**src/rtl/ledm_pkg.sv**
```systemverilog
// ledm_pkg: shared scan states, brightness constants and a clog2 helper
// for the LED-matrix scan driver.
package ledm_pkg;

  typedef enum logic {
    ST_BLANK = 1'b0,
    ST_DRIVE = 1'b1
  } state_e;

  localparam int BRIGHT_W  = 4;
  localparam int PWM_SLOTS = 16;

  function automatic int clog2(input int value);
    int r;
    r = 0;
    while ((1 << r) < value) begin
      r = r + 1;
    end
    return r;
  endfunction

endpackage

```
**src/rtl/ledm_fbuf.sv**
```systemverilog
// ledm_fbuf: two-bank frame buffer. Writes target the back bank (!disp);
// the display bank is read combinationally at rd_col. Reset clears both banks.
module ledm_fbuf
  import ledm_pkg::*;
#(
  parameter int N_COLS = 5,
  parameter int N_ROWS = 8,
  parameter int CW     = clog2(N_COLS)
) (
  input  logic              clk,
  input  logic              rst,
  input  logic              wr_en,
  input  logic [CW-1:0]     wr_col,
  input  logic [N_ROWS-1:0] wr_data,
  input  logic              disp,
  input  logic [CW-1:0]     rd_col,
  output logic [N_ROWS-1:0] rd_data
);

  localparam logic [CW:0] N_COLS_W = (CW+1)'(N_COLS);

  logic [N_ROWS-1:0] mem_q [2][N_COLS];
  logic [N_ROWS-1:0] mem_d [2][N_COLS];

  // Back-bank write; out-of-range columns are dropped.
  always_comb begin
    mem_d = mem_q;
    if (wr_en && ({1'b0, wr_col} < N_COLS_W)) begin
      mem_d[~disp][wr_col] = wr_data;
    end else begin
      mem_d = mem_q;
    end
  end

  // Storage with asynchronous clear of both banks.
  always_ff @(posedge clk or posedge rst) begin
    if (rst) begin
      for (int b = 0; b < 2; b++) begin
        for (int c = 0; c < N_COLS; c++) begin
          mem_q[b][c] <= '0;
        end
      end
    end else begin
      mem_q <= mem_d;
    end
  end

  assign rd_data = mem_q[disp][rd_col];

endmodule

```
**src/rtl/ledm_scan_driver.sv**
```systemverilog
// ledm_scan_driver: double-buffered column-multiplexed LED-matrix scanner.
// Define LEDM_PWM_EN to add the 16-slot per-dwell brightness control (bright port).
module ledm_scan_driver
  import ledm_pkg::*;
#(
  parameter int N_COLS         = 5,
  parameter int N_ROWS         = 8,
  parameter int DWELL_CYCLES   = 50000,
  parameter int BLANK_CYCLES   = 50,
  parameter int COL_ACTIVE_LOW = 1,
  parameter int ROW_ACTIVE_LOW = 0
) (
  input  logic                     CLOCK_50MHz,
  input  logic                     RESET,
  input  logic                     wr_en,
  input  logic [clog2(N_COLS)-1:0] wr_col,
  input  logic [N_ROWS-1:0]        wr_data,
  input  logic                     swap_req,
`ifdef LEDM_PWM_EN
  input  logic [BRIGHT_W-1:0]      bright,
`endif
  output logic                     swap_done,
  output logic                     frame_start,
  output logic [N_COLS-1:0]        LEDM_C,
  output logic [N_ROWS-1:0]        LEDM_R
);

  localparam int CW      = clog2(N_COLS);
  localparam int CNT_MAX = (DWELL_CYCLES > BLANK_CYCLES) ? DWELL_CYCLES : BLANK_CYCLES;
  localparam int CNT_W   = clog2(CNT_MAX) + 1;

  localparam logic [CNT_W-1:0]  BLANK_LAST = CNT_W'(BLANK_CYCLES - 1);
  localparam logic [CNT_W-1:0]  DWELL_LAST = CNT_W'(DWELL_CYCLES - 1);
  localparam logic [CW-1:0]     COL_LAST   = CW'(N_COLS - 1);
  localparam logic              COL_INV    = (COL_ACTIVE_LOW != 0);
  localparam logic              ROW_INV    = (ROW_ACTIVE_LOW != 0);
  localparam logic [N_COLS-1:0] C_OFF      = {N_COLS{COL_INV}};
  localparam logic [N_ROWS-1:0] R_OFF      = {N_ROWS{ROW_INV}};

  state_e            state_q, state_d;
  logic [CNT_W-1:0]  cnt_q, cnt_d;
  logic [CW-1:0]     col_q, col_d;
  logic              disp_q, disp_d;
  logic              pend_q, pend_d;
  logic              swap_done_q, swap_done_d;
  logic              frame_start_q, frame_start_d;
  logic [N_COLS-1:0] ledm_c_q, ledm_c_d;
  logic [N_ROWS-1:0] ledm_r_q, ledm_r_d;
  logic [N_COLS-1:0] col_oh_s;
  logic [N_ROWS-1:0] rd_data_s;
  logic              pwm_on_s;

  // Outside a frame-end swap, disp/col are stable whenever DRIVE is entered or held,
  // so reading with the current values gives the row pattern for the next cycle.
  ledm_fbuf #(
    .N_COLS (N_COLS),
    .N_ROWS (N_ROWS),
    .CW     (CW)
  ) u_fbuf (
    .clk     (CLOCK_50MHz),
    .rst     (RESET),
    .wr_en   (wr_en),
    .wr_col  (wr_col),
    .wr_data (wr_data),
    .disp    (disp_q),
    .rd_col  (col_q),
    .rd_data (rd_data_s)
  );

  // Scan sequencing, swap at frame end and one-cycle pulses.
  always_comb begin
    state_d       = state_q;
    cnt_d         = cnt_q + CNT_W'(1);
    col_d         = col_q;
    disp_d        = disp_q;
    pend_d        = pend_q | swap_req;
    swap_done_d   = 1'b0;
    frame_start_d = 1'b0;
    case (state_q)
      ST_BLANK: begin
        if (cnt_q == BLANK_LAST) begin
          state_d       = ST_DRIVE;
          cnt_d         = '0;
          frame_start_d = (col_q == '0);
        end else begin
          state_d = ST_BLANK;
        end
      end
      ST_DRIVE: begin
        if (cnt_q == DWELL_LAST) begin
          state_d = ST_BLANK;
          cnt_d   = '0;
          if (col_q == COL_LAST) begin
            col_d = '0;
            if (pend_d) begin
              disp_d      = ~disp_q;
              pend_d      = 1'b0;
              swap_done_d = 1'b1;
            end else begin
              disp_d = disp_q;
            end
          end else begin
            col_d = col_q + CW'(1);
          end
        end else begin
          state_d = ST_DRIVE;
        end
      end
      default: begin
        state_d = ST_BLANK;
        cnt_d   = '0;
        col_d   = '0;
      end
    endcase
  end

`ifdef LEDM_PWM_EN
  localparam int SLOT_LEN = DWELL_CYCLES / PWM_SLOTS;

  logic [BRIGHT_W-1:0] bright_q, bright_d;
  logic [CNT_W-1:0]    slot_s;

  // Brightness is latched on DRIVE entry; rows lit while slot index <= brightness.
  always_comb begin
    bright_d = ((state_q == ST_BLANK) && (state_d == ST_DRIVE)) ? bright : bright_q;
    slot_s   = cnt_d / CNT_W'(SLOT_LEN);
    pwm_on_s = (slot_s <= CNT_W'(bright_d));
  end

  // Brightness hold register.
  always_ff @(posedge CLOCK_50MHz or posedge RESET) begin
    if (RESET) begin
      bright_q <= '0;
    end else begin
      bright_q <= bright_d;
    end
  end
`else
  assign pwm_on_s = 1'b1;
`endif

  // Pin values for the next cycle, at the configured polarities.
  always_comb begin
    col_oh_s = N_COLS'(1) << col_d;
    if (state_d == ST_DRIVE) begin
      ledm_c_d = col_oh_s ^ C_OFF;
      ledm_r_d = (pwm_on_s ? rd_data_s : '0) ^ R_OFF;
    end else begin
      ledm_c_d = C_OFF;
      ledm_r_d = R_OFF;
    end
  end

  // State and registered outputs.
  always_ff @(posedge CLOCK_50MHz or posedge RESET) begin
    if (RESET) begin
      state_q       <= ST_BLANK;
      cnt_q         <= '0;
      col_q         <= '0;
      disp_q        <= 1'b0;
      pend_q        <= 1'b0;
      swap_done_q   <= 1'b0;
      frame_start_q <= 1'b0;
      ledm_c_q      <= C_OFF;
      ledm_r_q      <= R_OFF;
    end else begin
      state_q       <= state_d;
      cnt_q         <= cnt_d;
      col_q         <= col_d;
      disp_q        <= disp_d;
      pend_q        <= pend_d;
      swap_done_q   <= swap_done_d;
      frame_start_q <= frame_start_d;
      ledm_c_q      <= ledm_c_d;
      ledm_r_q      <= ledm_r_d;
    end
  end

  assign swap_done   = swap_done_q;
  assign frame_start = frame_start_q;
  assign LEDM_C      = ledm_c_q;
  assign LEDM_R      = ledm_r_q;

endmodule

```
**config.mk**
```make
export PLATFORM = sky130hd
export DESIGN_NAME = ledm_scan_driver
export DESIGN_NICKNAME = d
export VERILOG_FILES = /design/src/rtl/ledm_pkg.sv /design/src/rtl/ledm_fbuf.sv /design/src/rtl/ledm_scan_driver.sv
export SDC_FILE = /design/constraint.sdc
export NUM_CORES = 1
export LEC_CHECK = 0
export BUFFER_PORTS_ARGS = -buffer_cell sky130_fd_sc_hd__buf_2
export CAP_MARGIN = 20
export CORE_MARGIN = 1
export CORE_UTILIZATION = 35
export CTS_CLUSTER_DIAMETER = 30
export CTS_CLUSTER_SIZE = 28
export DETAILED_ROUTE_END_ITERATION = 6
export PLACE_DENSITY_LB_ADDON = 0.25
export SLEW_MARGIN = 5
export SYNTH_ARGS = -nofsm -noshare
export SYNTH_HDL_FRONTEND = slang
export SYNTH_SLANG_ARGS = --single-unit
```
**constraint.sdc**
```tcl
create_clock -name CLOCK_50MHz -period 4.7 [get_ports CLOCK_50MHz]
set_clock_uncertainty 0.2 [all_clocks]
set_input_delay 0.94 -clock CLOCK_50MHz [delete_from_list [all_inputs] [get_ports CLOCK_50MHz]]
set_output_delay 0.94 -clock CLOCK_50MHz [all_outputs]
set_load 0.01 [all_outputs]
```
== Yosys cells after proc, flatten, opt, wreduce, memory -nomap -nowiden ==
Cells that the tools add are included.
Widths: inputs -> output; s select.
Cells by class
  $add $sub $neg: 2
  magnitude comparators: 7
  equal/unequal tests: 3
  shift operators: 1
  muxes and demuxes: 31
  bitwise gates (word level): 8
  reductions and logical operators: 5
Operators with widths (count)
  $mux 40: 4
  $bwmux 80: 1
  $demux 40 s1: 1
  $mux 17: 2
  $pmux 17 s2: 1
  $mux 8: 4
  $bmux 8 s3: 1
  $demux 8 s3: 1
  $add 17x1->17 const B: 1
  $eq 17x16->1 const B: 1
  $eq 17x6->1 const B: 1
  $mux 1: 11
  $mux 3: 3
  $ge 4x4->1 const B: 2
  $not 3->4: 2
  $mux 5: 1
  $not 5->5: 1
  $shl 1x3->5 const A: 1
  $ge 2x2->1 const B: 2
  $lt 4x1->1 const B: 1
  $not 1->2: 2
  $reduce_and 4->1: 1
  $add 3x1->3 const B: 1
  $eq 3x3->1 const B: 1
  other kinds (7): 10
Word-level totals
  register bits after elaboration: 118
  input port bits: 15
  logic and storage cells: 76

== Logic depth before layout (Yosys ltp) ==
  depth after elaboration: 8
  mapped depth: 8
  gate-level depth less buffers: 7

== Modules after synthesis ==
A second synthesis with hierarchy kept.
Unflattened totals
  cells, all modules: 406
  area total of the unflattened synthesis: 5474.0 um^2
Modules (own cells, without submodules)
  ledm_fbuf: instances 1, cells an instance 258, area an instance 3767.4 um^2
  ledm_scan_driver: instances 1, cells an instance 148, area an instance 1706.6 um^2

== Worst setup path before layout ==
OpenSTA, ideal clock, no wires.
  path type: input-to-reg
  from: input port wr_col[2]
  to: register u_fbuf.mem_q[56] in the netlist's numbering
  arrival: 1933 ps
  data required time: 4375 ps
  path slack: 2442 ps
  stages: 3
  path buffers: 0
  path through: nand2b_1 > nor3_2 > mux2_2
On the way
  cells in the longest elaborated chain, start to end: 8
  elaborated cells between the ends (all ways): 11
Ends and longest elaborated chain
  start: declaration: RTL line ledm_scan_driver.sv:16  | input logic [clog2(N_COLS)-1:0] wr_col,
  $not 3->4: RTL line ledm_fbuf.sv:29  | mem_d[~disp][wr_col] = wr_data;
  $ge 4x4->1 (implied by the code) or $lt 4x1->1 (tied branches): RTL line ledm_fbuf.sv:29
  $logic_and 1x1->1 (implied by the code): RTL line ledm_fbuf.sv:29
  $mux 8 (implied by the code): RTL line ledm_fbuf.sv:29
  $demux 8 s3: RTL line ledm_fbuf.sv:29
  $mux 40 (implied by the code): RTL line ledm_fbuf.sv:29
  $demux 40 s1: RTL line ledm_fbuf.sv:29
  $bwmux 80: RTL line ledm_fbuf.sv:29
  end signal: assignment: RTL line ledm_fbuf.sv:44  | mem_q <= mem_d;
  end: declaration: RTL line ledm_fbuf.sv:22  | logic [N_ROWS-1:0] mem_q [2][N_COLS];
Several ways; a longest one is shown, not always the timed one.
A chain may end at the register's enable or synchronous reset.

== Worst setup path after layout ==
  from: register disp_q
  to: register u_fbuf.mem_q[65] in the netlist's numbering
On the way
  cells in the longest elaborated chain, start to end: 7
  elaborated cells between the ends (all ways): 8
Ends and longest elaborated chain
  start: declaration: RTL line ledm_scan_driver.sv:43  | logic disp_q, disp_d;
  start signal: assignment: RTL line ledm_scan_driver.sv:170  | disp_q <= disp_d;
  $not 1->1 (*): RTL line ledm_fbuf.sv:29
  $not 1->2 (*): RTL line ledm_fbuf.sv:29
  $ge 2x2->1 (implied by the code) or $lt 2x1->1 (tied branches): RTL line ledm_fbuf.sv:29
  $logic_and 1x1->1 (implied by the code): RTL line ledm_fbuf.sv:29
  $mux 40 (implied by the code): RTL line ledm_fbuf.sv:29
  $demux 40 s1 (*): RTL line ledm_fbuf.sv:29
  $bwmux 80 (*): RTL line ledm_fbuf.sv:29
Mark *: on every way between the ends. The rest lies on a longest branch, timed or not.

==> flow_metrics.tcl <==
set metrics [dict create \
    status "completed" \
    end_kind "flip-flop" \
    boundaryPins 30 \
    period_needed_ns 2.53 \
    cts_buffer_depth 2 \
    worstSkewPairLatency_ns 0.41 \
    synth-edff-count 0 \
    die_x_um 126 \
    critPathTopFamily "simple AND/OR/NAND/NOR gates" \
    overflow 0 \
    rsz0062_at_grt "no" \
    placement_rows 44 \
    synth_cell_types 44 \
    p_per_area_mw_per_mm2 465 \
    ys.flop_type "dfrtp_1" \
    nNetsFinal 449 \
    yosys_warnings 0 \
    syn_area_mm2 0.00536 \
    start_util_pct 36.3 \
    layout-drive-gt1-share_pct 40.6 \
    drt_iter0_markers 201 \
    hpwlAfterDp_um 7540 \
    post-route-period-util_pct 53.8 \
    start_kind "flip-flop" \
    cpPeakStageDelay_ns 0.86 \
    worst_ir_drop_vdd_mv 0.292 \
    hold_viol 0 \
    route.detailed.drc 0 \
    die_y_um 126 \
    path_cells "nand2b_1 -> nor3_2 -> mux2_2" \
    use_met1_pct 20.4 \
    ys_seq_area_share_pct 55.2 \
    synthesis.nets 417 \
    synth_area_leader_cell "dfrtp_1" \
    die_area_mm2 0.0158 \
    drv_cap 0 \
    rr_startpoint "disp_q" \
    final_common_cell "dfrtp_1" \
    maxSlewHeadroom_pct 35.7 \
    worstPathArrival_ns 2.62 \
    post_drt_via_cell_ratio 5.14 \
    cts_sinks 118 \
    maxSlewViolCount 0 \
    r2r_slack_ns 2.17 \
    track_usage_pct 16.0 \
    portBuffers 29 \
    required_ns 4.79 \
    synth.area.top_cells "dfrtp_1, mux2_2, mux4_2" \
    worst_slew_pin_slew_ns 0.964 \
    crit_path_start "disp_q" \
    cts_tree "built" \
    worstHoldStart "cnt_q[16]" \
    post_drt_wl_per_cell_um 18.1 \
    setup_viol_count_final 0 \
    grt.busiest_layer "met2" \
    antenna_found_initial 0 \
    grt_max_degree 76 \
    grt_first_pass_wirelength_um 19000 \
    hold_class "flip-flop to flip-flop" \
    worst_r2r_path_depth 3 \
    r2r-end "u_fbuf.mem_q[65]" \
    use_met3_pct 3.61 \
    cts_root_buf "clkbuf_16" \
    grt_pass1_vias 3507 \
    use_met2_pct 26.2 \
    wl_um 11400 \
    path_clk_slew_ns 0.05 \
    core_area_mm2 0.0148 \
    hold_ws_ns 0.289 \
    cp_num_buf_inv 0 \
    hold_depth 1 \
    synth-seq-cells 118 \
    fin_setup_tns_ns 0 \
    cts_resized 0 \
    ant_nets 0 \
    crit_type "flip-flop to flip-flop" \
    via_count 3221 \
    worstPathMaxFanout 15 \
    cts_hold_buf 0 \
    hold_path_end "cnt_q[16]" \
    clock.fmax_ghz 0.396 \
    postCtsSetupRepairBufs 0 \
    drtPass1Iterations 4 \
    fin_area_mm2 0.00629 \
    final_cell_mix "dfrtp_1, mux2_2, buf_2" \
    synthToLayoutAreaGrowth_pct 17.4 \
    crit_slowest_cell "dfrtp_1" \
    p_leak_uw 0.00280 \
    synthCells 398 \
    cts_made_buffers 17 \
    h-tree-depth 4 \
    yosys.area.top_type_share_pct 52.8 \
    routabilityCongestion 0.770 \
    synth.avg_cell_area_um2 13.5 \
    synth_async_sr_flop_share_pct 100 \
    place_area_mm2 0.00567 \
    antenna_cells 0 \
]
cells in the mapped netlist, types with 3 or more instances:
master and number:
dfrtp_1 113, mux2_2 80, nor2_1 28, inv_1 17
mux4_2 16, a21oi_1 11, nand2_1 11, mux2i_1 10
nand3_1 10, xor2_1 9, and2_1 8, buf_1 8
o22ai_1 8, nand4_1 7, buf_2 6, xnor2_1 6
and3_1 5, dfstp_2 5, ha_1 4, nand2b_1 4
buf_4 3, clkbuf_1 3
metal layers:
metal  share of wire, %  vias up
met3                3.7       11
met5                  0        -
met2                 50       56
met1                 45     1668
met4                1.3        0
li1                   -     1486
area by class of cell:
class	count	area [µm²]
tap	184	230
clock inverter	11	149
clock buffer	21	470
inverter	19	73.8
timing repair buffer	33	175
sequential	118	2960
fill	1367	8460
multi-input combinational	241	2240
per-stage QoR:
step           std cells  worst slack (ns)  power, µW  utilization, %
2_1_floorplan        398             0.439       1520               -
3_3_place_gp         595              2.10       1590            38.5
3_5_place_dp         595              2.06       1610            38.5
4_1_cts              627              2.14       2960            42.7
5_1_grt              627              1.99       3050            42.7
6_report             627              2.17       2930            42.7
sequential cells by signal (all words and copies together) (netlist names):
register and cells:
u_fbuf.mem_q 80, cnt_q 17, LEDM_R 8, LEDM_C 5
col_q 3, disp_q 1, frame_start 1, pend_q 1
state_q 1, swap_done 1
where the power goes:
group | internal (µW) | total, µW | switching [µW]
logic | 201 | 325 | 124
registers | 1180 | 1270 | 85.7
clock network | 875 | 1330 | 459
total | 2260 | 2930 | 669
worst max-delay path by stage:
stage,cells past startpoint,slack (ns),endpoint
after detailed placement,4,2.06,u_fbuf.mem_q[66]
final,3,2.17,u_fbuf.mem_q[65]
after floorplan,1,0.44,LEDM_R[0]
after CTS,3,2.14,u_fbuf.mem_q[65]
after global routing,3,1.99,u_fbuf.mem_q[65]
after global placement,4,2.10,u_fbuf.mem_q[69]
cell families (layout without fill, tap and decap cells):
group                    after synthesis  in the layout  share of synthesized area [%]
AO/OA/AOI/OAI                         24             24                           2.89
XOR/XNOR                              15             15                           2.45
multiplexers                         106            106                           25.4
adder cells (fa/ha/maj)                4              4                          0.934
AND/OR/NAND/NOR                       92             92                           10.0
flip-flops                           118            118                           55.2
buffers and inverters                 39             84                           3.08
(Power assumes the default switching activity.)
